## config.mk

```make
export PLATFORM = sky130hd
export DESIGN_NAME = sad_search_ctrl
export DESIGN_NICKNAME = d
export VERILOG_FILES = /design/src/rtl/sad_search_ctrl.sv
export SDC_FILE = /design/constraint.sdc
export NUM_CORES = 1
export LEC_CHECK = 0
export ABC_AREA = 1
export CAP_MARGIN = 20
export CORE_MARGIN = 4
export CORE_UTILIZATION = 40
export CTS_BUF_LIST = sky130_fd_sc_hd__clkbuf_4 sky130_fd_sc_hd__clkbuf_8
export DETAILED_ROUTE_END_ITERATION = 10
export PLACE_DENSITY_LB_ADDON = 0.12
export SLEW_MARGIN = 20
export SYNTH_ARGS = -nofsm -noshare
export SYNTH_HDL_FRONTEND = slang
export SYNTH_SLANG_ARGS = --single-unit
```

## constraint.sdc

```tcl
create_clock -name clk -period 3.7 [get_ports clk]
set_input_delay 0.925 -clock clk [delete_from_list [all_inputs] [get_ports clk]]
set_output_delay 0.925 -clock clk [all_outputs]
set_load 0.05 [all_outputs]
```

## src/rtl/sad_search_ctrl.sv

```systemverilog
// Motion-search controller: issues NUM_CAND candidate fetches to a SAD engine,
// tracks the minimum returned SAD and stops early on a perfect (zero) match.
module sad_search_ctrl #(
  parameter int DWIDTH   = 8,
  parameter int CAND_AW  = 4,
  parameter int NUM_CAND = 16
) (
  input  logic               clk,
  input  logic               rst,
  input  logic               start,
  output logic               busy,
  output logic               cand_req,
  output logic [CAND_AW-1:0] cand_addr,
  input  logic               cand_rdy,
  output logic               cal_en,
  input  logic [DWIDTH+7:0]  sad,
  input  logic               sad_vld,
  output logic               done,
  output logic [DWIDTH+7:0]  best_sad,
  output logic [CAND_AW-1:0] best_idx,
  output logic               early
);

  typedef enum logic [1:0] {IDLE, ISSUE, DRAIN, DONE} state_t;

  localparam logic [CAND_AW:0] LAST_CAND = (CAND_AW+1)'(NUM_CAND - 1);

  state_t           state, state_nxt;
  logic [CAND_AW:0] issue_cnt, ret_cnt;
  logic [CAND_AW:0] issue_nxt, ret_nxt;
  logic             res_act, zero_hit;

  always_comb begin
    // NOTE: every signal gets its default first, so no branch can leave one unassigned and infer a latch.
    state_nxt = state;
    busy      = (state != IDLE);
    cand_req  = (state == ISSUE);
    cal_en    = cand_req & cand_rdy;
    done      = (state == DONE);
    cand_addr = issue_cnt[CAND_AW-1:0];
    // Results only count while a search is live; stale ones in IDLE/DONE are dropped.
    res_act   = sad_vld && (state == ISSUE || state == DRAIN);
    zero_hit  = res_act && (sad == '0);
    issue_nxt = issue_cnt + {{CAND_AW{1'b0}}, cal_en};
    ret_nxt   = ret_cnt + {{CAND_AW{1'b0}}, res_act};

    case (state)
      IDLE:  if (start) state_nxt = ISSUE;
      ISSUE: if (zero_hit || (cal_en && issue_cnt == LAST_CAND)) state_nxt = DRAIN;
      DRAIN: if (ret_nxt == issue_cnt) state_nxt = DONE;
      DONE:  state_nxt = IDLE;
      default: state_nxt = IDLE;
    endcase
  end

  always_ff @(posedge clk) begin
    if (rst) begin
      state     <= IDLE;
      issue_cnt <= '0;
      ret_cnt   <= '0;
      best_sad  <= '1;
      best_idx  <= '0;
      early     <= 1'b0;
    end else begin
      // NOTE: non-blocking so every register samples pre-edge values regardless of statement order.
      state <= state_nxt;
      case (state)
        IDLE: begin
          if (start) begin
            issue_cnt <= '0;
            ret_cnt   <= '0;
            best_sad  <= '1;
            best_idx  <= '0;
            early     <= 1'b0;
          end
        end
        ISSUE, DRAIN: begin
          issue_cnt <= issue_nxt;
          ret_cnt   <= ret_nxt;
          // Strict compare keeps the lower index on ties.
          if (res_act && sad < best_sad) begin
            best_sad <= sad;
            best_idx <= ret_cnt[CAND_AW-1:0];
          end
          if (zero_hit) early <= 1'b1;
        end
        default: ;
      endcase
    end
  end

endmodule

```

==> results.toml <==
[timing]
clock_skew_ns = 0.00348
final.period_utilization_pct = 87.8
hold_viol_final = 0
drv_slew = 0
setup_viol = 0
maxSlewHeadroom_pct = 66.1
tightest_slew_ns = 0.507
final.min_clock_period_ns = 3.25
rsz0062_at_grt = "no"
fmax_mhz = 308
finalSetupTns_ns = 0

[floorplan]
initial_utilization_pct = 41.1
die_x_um = 80.5
die_area_um2 = 6480
fp.coreArea_um2 = 5110
io-pin-count = 50
rows = 26
dieHeight_um = 80.5

[layout]
insertedDiodeCount = 0
nets = 399
finalCoreUtilization_pct = 53.5
area_delta_synth_final_pct = 30.1
drive_gt1_share_pct = 7.30
design_area_um2 = 2730

[critical_path]
path_max_fanout = 2
worst_ep_arrival_time_ns = 2.32
end_kind = "output pin"
critPathSlowestCell = "clkdlybuf4s50_1"
crit_top_cell = "clkdlybuf4s50_1"
start_kind = "input pin"
path_buf_inv = 3
cp_top_family = "buffers and inverters"
critical_path_class = "input pin to output pin"
cpPeakStageDelay_ns = 0.80
crit_chain = "clkdlybuf4s50_1 > nand2_1 > inv_1 > clkdlybuf4s50_1"
crit_required_ns = 2.77

[power_and_ir_drop]
power_leakage_nw = 1.35
power_mw = 2.00
ir_drop_uv = 459
power_density_nw_per_um2 = 733

[placement]
gp_congestion = 0.827
portBuffers = 49
hpwl_um = 3770
detailed_place.area_um2 = 2650

[outcome]
status = "complete, no violations"

[drt]
first_pass_iters = 4
drt_iter0_drc = 108
ant_nets = 0
drc = 0
wirelength_um = 5000
routedWlPerCell_um = 11.7
vias = 2016
routed_via_density = 4.73

[clock_tree]
cts_max_level = 2
cts.reportedPaths.clkPinSlew_ns = 0.07
clock_sinks = 33
cts_resized = 0
post-cts-setup-buffer-count = 0
root_buffer = "clkbuf_8"
clk_path_buf_depth = 2
cts_tree = "done"
cts-buffers-inserted = 5
hold_buffers = 0
clock_latency_ns = 0.28

[synth]
synth_top_area_share_pct = 31.4
syn_inst = 306
ys_seq_area_share_pct = 31.4
yosysUniqueCellTypes = 27
ys_top_cells_by_area = "dfxtp_1 (31%), nand2_1 (14%), ha_1 (14%)"
synth_nets = 350
synth-simple-area-share_pct = 32.9
synth_area_um2 = 2100
synth_compound_area_share_pct = 7.68
syn_area_per_cell_um2 = 6.87
yosysWarningCount = 0
synth_top_family_by_area = "simple AND/OR/NAND/NOR gates"
synth_mux_area_share_pct = 0
synthAdderAreaFrac_pct = 13.7
ys_ff_latch = 33
yosys.area.top_type = "dfxtp_1"
synthXorXnorAreaFrac_pct = 2.50

[grt]
grt_pass1_wl_um = 8750
grt_use_total_pct = 17.1
grt_overflow_total = 0
antenna_found_initial = 0
grt_pass1_vias = 1946
grt_max_degree = 21

[run]
cap_violations = 0

[hold_path]
hold_path.class = "flop to flop"
[tightest hold or removal path, cell delays in order, from the launching register on]
cell and delay [ns]:
dfxtp_1 0.31, nand2_1 0.06, a21oi_1 0.05
[state kept, by name, summed over array words and instances, names as in the netlist]
signal,cells
best_sad,16
issue_cnt,5
ret_cnt,5
best_idx,4
state,2
early,1
[cell families (layout without fill, tap and decap cells)]
group,Yosys count,count (layout)
AO/OA/AOI/OAI,28,28
XOR/XNOR,6,6
adder cells (fa/ha/maj),23,23
buffers and inverters,59,109
flip-flops,33,33
AND/OR/NAND/NOR,157,157
[power by group]
part | switching (mW) | internal, mW | total, mW | leakage (nW)
Combinational | 0.828 | 0.421 | 1.25 | 1.03
Sequential | 0.0564 | 0.430 | 0.486 | 0.270
Clock | 0.131 | 0.138 | 0.269 | 0.0484
Total | 1.02 | 0.989 | 2.00 | 1.35
[synthesized netlist by cell type]
master and n:
a211oi_2 1, a21oi_1 20, a21oi_2 2, a2bb2oi_1 1
buf_2 2, buf_4 6, clkbuf_1 4, clkinv_1 1
dfxtp_1 33, ha_1 23, inv_1 44, inv_2 2
nand2_1 79, nand2_2 1, nand3_1 44, nand4_1 3
nor2_1 14, nor2_2 2, nor3_1 3, nor3b_1 1
nor4_1 4, o211ai_1 1, o21ai_0 3, or2_1 1
or2_2 5, xnor2_1 2, xor2_1 4
[placed cells by master (no fill, tap or decap)]
cell type,instances
dfxtp_1,33
nor2_1,14
nand2_1,79
buf_4,5
nor3_1,3
xnor2_1,2
or2_1,1
clkinv_1,1
nand3_1,44
clkbuf_4,1
nor3b_1,1
or2_2,5
a211oi_2,1
a21oi_2,2
clkbuf_8,5
xor2_1,4
o21ai_0,3
nor2_2,2
clkdlybuf4s50_1,49
o211ai_1,1
ha_1,23
a21oi_1,20
inv_2,2
a2bb2oi_1,1
nand4_1,3
inv_1,44
clkinv_2,2
nand2_2,1
nor4_1,4
[through the flow]
stage          hold WS [ns]  worst slack, ns  cells
3_3_place_gp          0.453            0.452    418
2_1_floorplan         0.459             1.35    306
5_1_grt               0.509            0.392    426
4_1_cts               0.468            0.444    426
6_report              0.462            0.450    426
3_5_place_dp          0.454            0.451    418
[layout make-up]
class,count,area (µm²)
Tap cell,70,87.6
Clock buffer,6,76.3
Sequential cell,33,661
Clock inverter,2,10.0
Fill cell,543,2370
Timing Repair Buffer,54,528
Multi-Input combinational cell,214,1190
Inverter,47,176
[layer usage]
metal | wire length, µm | track usage (%)
met4 | 88 | 6.59
met1 | 2490 | 23.2
met5 | 0 | 0
met2 | 2180 | 26.2
met3 | 240 | 3.81
[worst paths after layout]
check                            startpoint  slack [ns]          end  cells past startpoint
worst min register to register  best_idx[3]        0.46  best_idx[3]                      2
worst min-delay path            best_idx[3]        0.46  best_idx[3]                      2
worst max-delay path               cand_rdy        0.45       cal_en                      4
worst max register to register     state[0]        1.14     state[1]                     17
Power figures use the tool's default switching activity.
